--- src/rtl/mips8_ctrl_fsm_pkg.sv ---
// Shared types and encodings for the 8-bit MIPS multicycle controller.
package mips8_pkg;

  typedef enum logic [3:0] {
    FETCH1, FETCH2, FETCH3, FETCH4,
    DECODE, MEMADR, LBRD, LBWR,
    SBWR, RTYPEEX, RTYPEWR, BEQEX,
    JEX, ADDIEX, ADDIWR, TRAP
  } state_e;

  localparam logic [5:0] OP_LB    = 6'b100000;
  localparam logic [5:0] OP_SB    = 6'b101000;
  localparam logic [5:0] OP_RTYPE = 6'b000000;
  localparam logic [5:0] OP_BEQ   = 6'b000100;
  localparam logic [5:0] OP_J     = 6'b000010;
  localparam logic [5:0] OP_ADDI  = 6'b001000;

  localparam logic [5:0] FN_ADD = 6'b100000;
  localparam logic [5:0] FN_SUB = 6'b100010;

  localparam logic [2:0] ALU_ADD = 3'b000;
  localparam logic [2:0] ALU_SUB = 3'b101;

endpackage

--- src/rtl/mips8_ctrl_fsm_if.sv ---
// Controller <-> datapath bundle: decoded fields in, control strobes out.
interface mips8_ctrl_fsm_if;

  logic [5:0] op;
  logic [5:0] funct;
  logic       zero;
  logic [2:0] alucontrol;
  logic       alusrca;
  logic [1:0] alusrcb;
  logic [1:0] pcsource;
  logic       pcen;
  logic [3:0] irwrite;
  logic       iord;
  logic       memwrite;
  logic       regwrite;
  logic       regdst;
  logic       memtoreg;
  logic       illegal;

  modport master (
    input  op, funct, zero,
    output alucontrol, alusrca, alusrcb,
    output pcsource, pcen, irwrite,
    output iord, memwrite, regwrite,
    output regdst, memtoreg, illegal
  );

  modport slave (
    output op, funct, zero,
    input  alucontrol, alusrca, alusrcb,
    input  pcsource, pcen, irwrite,
    input  iord, memwrite, regwrite,
    input  regdst, memtoreg, illegal
  );

endinterface

--- src/rtl/mips8_ctrl_fsm_alu_dec.sv ---
// R-type funct decode to ALU operation plus a supported-funct flag.
module alu_dec
  import mips8_pkg::*;
(
  input  logic [5:0] funct_i,
  output logic [2:0] aluctl_o,
  output logic       ok_o
);

  always_comb begin
    aluctl_o = ALU_ADD;
    ok_o     = 1'b0;
    unique case (funct_i)
      FN_ADD: ok_o = 1'b1;
      FN_SUB: begin
        aluctl_o = ALU_SUB;
        ok_o     = 1'b1;
      end
      default: ;
    endcase
  end

endmodule

--- src/rtl/mips8_ctrl_fsm.sv ---
// Multicycle Moore controller for the 8-bit MIPS subset.
// Build option ILLEGAL_TRAP_EN: park in TRAP on unsupported op/funct.
module mips8_ctrl_fsm
  import mips8_pkg::*;
(
  input  logic               clk,
  input  logic               rst_n,
  mips8_ctrl_fsm_if.master   bus
);

`ifdef ILLEGAL_TRAP_EN
  localparam state_e BAD_NEXT = TRAP;
`else
  localparam state_e BAD_NEXT = FETCH1;
`endif

  state_e     state_q;
  state_e     state_d;
  logic [2:0] fn_alu;
  logic       fn_ok;

  alu_dec u_alu_dec (
    .funct_i  (bus.funct),
    .aluctl_o (fn_alu),
    .ok_o     (fn_ok)
  );

  always_comb begin
    state_d = state_q;
    unique case (state_q)
      FETCH1:  state_d = FETCH2;
      FETCH2:  state_d = FETCH3;
      FETCH3:  state_d = FETCH4;
      FETCH4:  state_d = DECODE;
      DECODE: begin
        unique case (bus.op)
          OP_LB, OP_SB: state_d = MEMADR;
          OP_RTYPE:     state_d = RTYPEEX;
          OP_BEQ:       state_d = BEQEX;
          OP_J:         state_d = JEX;
          OP_ADDI:      state_d = ADDIEX;
          default:      state_d = BAD_NEXT;
        endcase
      end
      MEMADR:  state_d = (bus.op == OP_SB) ? SBWR : LBRD;
      LBRD:    state_d = LBWR;
      RTYPEEX: state_d = fn_ok ? RTYPEWR : BAD_NEXT;
      ADDIEX:  state_d = ADDIWR;
      TRAP:    state_d = TRAP;
      default: state_d = FETCH1;
    endcase
  end

  always_ff @(posedge clk or negedge rst_n) begin
    if (!rst_n) begin
      state_q <= FETCH1;
    end else begin
      state_q <= state_d;
    end
  end

  // Outputs decode the registered state; only beq's pcen looks at zero.
  always_comb begin
    bus.alucontrol = ALU_ADD;
    bus.alusrca    = 1'b0;
    bus.alusrcb    = 2'b00;
    bus.pcsource   = 2'b00;
    bus.pcen       = 1'b0;
    bus.irwrite    = 4'b0000;
    bus.iord       = 1'b0;
    bus.memwrite   = 1'b0;
    bus.regwrite   = 1'b0;
    bus.regdst     = 1'b0;
    bus.memtoreg   = 1'b0;
    bus.illegal    = 1'b0;
    unique case (state_q)
      FETCH1, FETCH2, FETCH3, FETCH4: begin
        bus.alusrcb = 2'b01;
        bus.pcen    = 1'b1;
        bus.irwrite = {state_q == FETCH4,
                       state_q == FETCH3,
                       state_q == FETCH2,
                       state_q == FETCH1};
      end
      DECODE: bus.alusrcb = 2'b11;
      MEMADR, ADDIEX: begin
        bus.alusrca = 1'b1;
        bus.alusrcb = 2'b10;
      end
      LBRD: bus.iord = 1'b1;
      LBWR: begin
        bus.regwrite = 1'b1;
        bus.memtoreg = 1'b1;
      end
      SBWR: begin
        bus.iord     = 1'b1;
        bus.memwrite = 1'b1;
      end
      RTYPEEX: begin
        bus.alusrca    = 1'b1;
        bus.alucontrol = fn_alu;
      end
      RTYPEWR: begin
        bus.regwrite = 1'b1;
        bus.regdst   = 1'b1;
      end
      BEQEX: begin
        bus.alusrca    = 1'b1;
        bus.alucontrol = ALU_SUB;
        bus.pcsource   = 2'b01;
        bus.pcen       = bus.zero;
      end
      JEX: begin
        bus.pcsource = 2'b10;
        bus.pcen     = 1'b1;
      end
      ADDIWR: bus.regwrite = 1'b1;
      default: ;
    endcase
`ifdef ILLEGAL_TRAP_EN
    bus.illegal = (state_q == TRAP);
`endif
  end

endmodule

--- src/flat_wrapper.sv ---
// flat-port wrapper written by rule: the top's interface ports become plain ports
module mips8_ctrl_fsm_flat import mips8_pkg::*;
  (clk, rst_n, bus_op, bus_funct, bus_zero, bus_alucontrol, bus_alusrca, bus_alusrcb, bus_pcsource, bus_pcen, bus_irwrite, bus_iord, bus_memwrite, bus_regwrite, bus_regdst, bus_memtoreg, bus_illegal);
  mips8_ctrl_fsm_if bus_i ();
  input  logic clk;
  input  logic rst_n;
  input wire logic [$bits(bus_i.op)-1:0] bus_op;
  input wire logic [$bits(bus_i.funct)-1:0] bus_funct;
  input wire logic [$bits(bus_i.zero)-1:0] bus_zero;
  output wire logic [$bits(bus_i.alucontrol)-1:0] bus_alucontrol;
  output wire logic [$bits(bus_i.alusrca)-1:0] bus_alusrca;
  output wire logic [$bits(bus_i.alusrcb)-1:0] bus_alusrcb;
  output wire logic [$bits(bus_i.pcsource)-1:0] bus_pcsource;
  output wire logic [$bits(bus_i.pcen)-1:0] bus_pcen;
  output wire logic [$bits(bus_i.irwrite)-1:0] bus_irwrite;
  output wire logic [$bits(bus_i.iord)-1:0] bus_iord;
  output wire logic [$bits(bus_i.memwrite)-1:0] bus_memwrite;
  output wire logic [$bits(bus_i.regwrite)-1:0] bus_regwrite;
  output wire logic [$bits(bus_i.regdst)-1:0] bus_regdst;
  output wire logic [$bits(bus_i.memtoreg)-1:0] bus_memtoreg;
  output wire logic [$bits(bus_i.illegal)-1:0] bus_illegal;
  assign bus_i.op = bus_op;
  assign bus_i.funct = bus_funct;
  assign bus_i.zero = bus_zero;
  assign bus_alucontrol = bus_i.alucontrol;
  assign bus_alusrca = bus_i.alusrca;
  assign bus_alusrcb = bus_i.alusrcb;
  assign bus_pcsource = bus_i.pcsource;
  assign bus_pcen = bus_i.pcen;
  assign bus_irwrite = bus_i.irwrite;
  assign bus_iord = bus_i.iord;
  assign bus_memwrite = bus_i.memwrite;
  assign bus_regwrite = bus_i.regwrite;
  assign bus_regdst = bus_i.regdst;
  assign bus_memtoreg = bus_i.memtoreg;
  assign bus_illegal = bus_i.illegal;
  mips8_ctrl_fsm u_core (.clk(clk), .rst_n(rst_n), .bus(bus_i));
endmodule
--- config.mk ---
export PLATFORM = sky130hd
export DESIGN_NAME = mips8_ctrl_fsm_flat
export DESIGN_NICKNAME = d
export VERILOG_FILES = /design/src/rtl/mips8_ctrl_fsm_pkg.sv /design/src/rtl/mips8_ctrl_fsm_if.sv /design/src/rtl/mips8_ctrl_fsm_alu_dec.sv /design/src/rtl/mips8_ctrl_fsm.sv /design/src/flat_wrapper.sv
export SDC_FILE = /design/constraint.sdc
export NUM_CORES = 1
export LEC_CHECK = 0
export BUFFER_PORTS_ARGS = -buffer_cell sky130_fd_sc_hd__buf_2
export CAP_MARGIN = 20
export CORE_MARGIN = 2
export CORE_UTILIZATION = 40
export CTS_CLUSTER_SIZE = 40
export DETAILED_ROUTE_END_ITERATION = 10
export MAX_ROUTING_LAYER = met4
export PLACE_DENSITY = 0.74
export SYNTH_ARGS = -nofsm -noshare
export SYNTH_HDL_FRONTEND = slang
export SYNTH_HIERARCHICAL = 1
export SYNTH_SLANG_ARGS = --single-unit
--- constraint.sdc ---
create_clock -name clk -period 1.71 [get_ports clk]
set_clock_uncertainty 0.2 [all_clocks]
set_input_delay 0.171 -clock clk [delete_from_list [all_inputs] [get_ports clk]]
set_output_delay 0.171 -clock clk [all_outputs]
set_load 0.01 [all_outputs]
; Word-level counts from Yosys, hierarchy flattened
; Index checks and enable logic that the tools add are counted.
[op_classes]
n_eq_ne = 22
n_mux = 17
n_reduce_logical = 10
[op_table]
columns = cell, count
row1 = 4-bit case mux with 10 select lines, 1
row2 = 4-bit == test (second input constant), 8
row3 = 6-bit == test (second input constant), 4
row4 = 4-bit case mux with 5 select lines, 1
row5 = 4-bit by 3-bit == test with 1-bit output (second input constant), 4
row6 = 4-bit two-way mux, 3
row7 = 4-bit by 2-bit == test with 1-bit output (second input constant), 2
row8 = 2-bit OR reduction, 4
row9 = 4-bit OR reduction, 2
row10 = 1-bit two-way mux, 7
row11 = 6-bit by 2-bit == test with 1-bit output (second input constant), 1
row12 = 6-bit by 3-bit == test with 1-bit output (second input constant), 1
row13 = 6-bit by 4-bit == test with 1-bit output (second input constant), 1
row14 = 6-bit logical NOT, 1
row15 = 2-bit case mux with 3 select lines, 1
row16 = 3-bit case mux with 2 select lines, 1
row17 = 5-bit OR reduction, 1
row18 = 4-bit by 1-bit == test with 1-bit output (second input constant), 1
row19 = 4-bit logical NOT, 1
row20 = 2-bit case mux with 2 select lines, 1
row21 = 3-bit two-way mux, 1
row22 = 3-bit OR reduction, 1
row23 = 1-bit case mux with 2 select lines, 1
[totals]
reg_bits = 4
in_bits = 15
out_inout_bits = 19
word_cells = 50

; Logic depth before layout (Yosys ltp)
[depth]
depth_word = 5
ltp_mapped = 6
mapped_depth_nobuf = 6

; By module
; Netlist, hierarchy kept.
[modules_own_cells]
columns = mod, instances, cells_each, area_per_inst_um2, seq_area_each_um2
row1 = mips8_ctrl_fsm, 1, 79, 544.3, 100.1
row2 = alu_dec, 1, 6, 45.0, 0.0

; Worst setup path after synthesis
; Ideal clock, no wire load.
[synth_timing]
path_kind = input port to output port
from = in bus_funct[4]
to = out bus_alucontrol[2]
arrival_time_ps = 1323
required_ps = 1339
slack_ps = 16
path_stages = 5
n_path_buf = 1
cell_sequence = or4b_1 -> nor3b_2 -> buf_4 -> nor2_1 -> nor3_1
[synth_via]
elab_chain_cells = 3
[synth_lines]
columns = element, line_no
row1 = start: declaration, flat_wrapper.sv:8  ; input wire logic [$bits(bus_i.funct)-1:0] bus_funct;
row2 = 6-bit == test, mips8_ctrl_fsm_alu_dec.sv:13  ; unique case (funct_i)
row3 = 3-bit two-way mux, mips8_ctrl_fsm_alu_dec.sv:13
row4 = via u_core.fn_alu[2], mips8_ctrl_fsm.sv:19  ; logic [2:0] fn_alu;
row5 = 3-bit case mux with 2 select lines, mips8_ctrl_fsm.sv:76  ; unique case (state_q)
row6 = end: declaration, flat_wrapper.sv:10  ; output wire logic [$bits(bus_i.alucontrol)-1:0] bus_alucontrol;
; The timed path passes the listed nets, and every way through them passes these cells.

; Worst setup path in the final report
[layout_timing]
from = in bus_funct[4]
to = out bus_alucontrol[0]
; Same word-level chain as after synthesis.

==> impl_metrics.tcl <==
set metrics [dict create \
    status "completed" \
    synth_simple_gate_area_frac 0.478 \
    hold_viol 0 \
    slew_violations 0 \
    cp.arrival_ps 1320 \
    yosysWarnings 6 \
    drt-total-wl_mm 1.58 \
    required_ps 1340 \
    ys_ff_latch 4 \
    die_h_um 42.4 \
    core_area_mm2 0.00133 \
    clk_pin_slew_worst_paths_ps 40 \
    port_buffers 31 \
    wl_per_cell_um 11.8 \
    final_nets 136 \
    layout_commonest_cell "buf_2" \
    initial_utilization 0.442 \
    via_count 724 \
    drt_iter0_markers 18 \
    antenna_cells 0 \
    cts_tree "yes" \
    leakagePower_nw 0.425 \
    ant_nets 0 \
    most-common-layout-cells "buf_2 (30), nor2_1 (13), buf_4 (9)" \
    fmax_mhz 591 \
    num-fill-cells 127 \
    hpwl_mm 1.18 \
    grt_first_pass_wirelength_mm 2.59 \
    path_class "input port to primary output" \
    placed_cells 126 \
    grtUsageTotal 0.192 \
    ys_async_sr_fraction 1.00 \
    r2r-end "u_core/state_q[1]" \
    synth_seq_area_share 0.170 \
    power_mw 1.10 \
    rsz0062_at_grt "yes" \
    placementRows 13 \
    rr_worst_depth 4 \
    io_pins 34 \
    pre_cts_slack_ps -16.3 \
    fin_crit_sh 0.989 \
    drc 0 \
    synth_area_per_cell_um2 6.93 \
    synth-main-ff-cell "dfrtp_1" \
    drive_above_1_share 0.496 \
    synth_cell_type_count 35 \
    netlist_instances 85 \
    cp-end-kind "primary output" \
    insertion_delay_ps 240 \
    grt_pass1_vias 611 \
    die_w_um 42.4 \
    synth_xor_area_frac 0.0297 \
    regMostFlops "u_core/state_q" \
    min_path_type "input port to async pin" \
    clock_sink_count 4 \
    clockBufferDepth 2 \
    vias_per_cell 5.40 \
    area_delta_synth_final_pct 43.3 \
    synthMuxAreaShare 0 \
    worst-path-max-fanout 2 \
    yosys.area_share.adder 0.0170 \
    setup_ws_ps 18.4 \
    reg2reg_slack_ps 240 \
    cts_root_buffer "clkbuf_4" \
    reg.largest.list "u_core/state_q: 4 flops" \
    dr.pass1.iters 4 \
    start_kind "input port" \
    synth_compound_area_frac 0.172 \
    synth-edff-count 0 \
    min_period_ps 1690 \
    largest_reg_flops 4 \
    gp_congestion 0.792 \
    cts-htree-levels 1 \
    syn_area_um2 589 \
    grt-ovfl-total 0 \
    instances_no_fill 134 \
    r2r-start "u_core/state_q[0]" \
    synth_top_family_by_area "simple AND/OR/NAND/NOR gates" \
    vdd_drop_max_v 0.000454 \
    syn-num-nets 100 \
    grt_antenna_before_repair 0 \
    p_per_area_mw_per_mm2 1310 \
    setup_violations 0 \
    dieArea_mm2 0.00180 \
    grt_max_degree 13 \
    maxCapViolCount 0 \
    cts_buffers 3 \
]
power breakdown:
part           leakage (nW)  internal, mW  switching [mW]  total (mW)
Clock                0.0138        0.0784          0.0376       0.116
Combinational         0.365         0.371           0.415       0.787
Sequential           0.0462         0.139          0.0632       0.202
worst max-delay path by stage:
stage,startpoint,endpoint,slack (ps),depth (start not counted)
after floorplan,bus_funct[4],bus_alucontrol[2],20,5
after global placement,bus_funct[4],bus_alucontrol[0],30,6
after detailed placement,bus_funct[4],bus_alucontrol[2],-20,6
after CTS,bus_funct[4],bus_alucontrol[2],-0.5,6
after global routing,bus_funct[4],bus_alucontrol[2],-30,6
final,bus_funct[4],bus_alucontrol[0],20,6
layer usage:
metal,track usage,share of wire,routed length [um],up-vias
li1,-,-,-,364
met4,0.0625,0.017,27,0
met1,0.219,0.39,623,327
met2,0.320,0.52,820,31
met5,-,0,0,-
met3,0.0560,0.070,110,2
metrics by stage:
stage / util / setup TNS, ps / area, um^2 / hold slack, ps
6_report: 0.633 / 0 / 845 / 76.4
5_1_grt: 0.633 / -94.6 / 845 / 74.7
3_3_place_gp: 0.555 / 0 / 741 / -225
3_5_place_dp: 0.555 / -28.0 / 741 / -222
4_1_cts: 0.590 / -0.512 / 787 / 64.7
2_1_floorplan: - / 0 / 589 / -325
worst max-delay path, cell delays in order:
cell	delay (ps)
buf_6	90
or4b_4	530
nor3b_2	200
nor2_1	60
nor3_1	110
buf_2	150
final cells by class:
cell class / count / area, um^2 / share of cell area
inverters: 3 / 11.3 / 0.0133
repair buffers: 41 / 239 / 0.283
well taps: 15 / 18.8 / 0.0222
multi-input cells: 68 / 449 / 0.532
flip-flops and latches: 4 / 104 / 0.123
clock buffers: 3 / 22.5 / 0.0267
synth_stat cells, types with 4 or more instances:
cell / number / area, um^2
nand2b_1: 4 / 25.0
a21oi_1: 6 / 30.0
dfrtp_1: 4 / 100
buf_4: 4 / 30.0
nor3_1: 6 / 30.0
nand3_1: 6 / 30.0
buf_2: 6 / 30.0
nand2_1: 4 / 15.0
nor2_1: 13 / 48.8
timing repair:
action | CTS | global route
pin swaps | 1 | 1
hold buffers | 1 | 0
buffers inserted | 0 | 4
resized for setup | 5 | 7
hold endpoints to repair | 4 | 0
setup endpoints to repair | 6 | 8
kinds of logic after synthesis:
family          after synthesis
other cells                   2
flops                         4
fa+ha+maj                     1
compound gates               16
xor+xnor                      2
buf+inv                      13
simple gates                 47
Power figures use the tool's default switching activity.
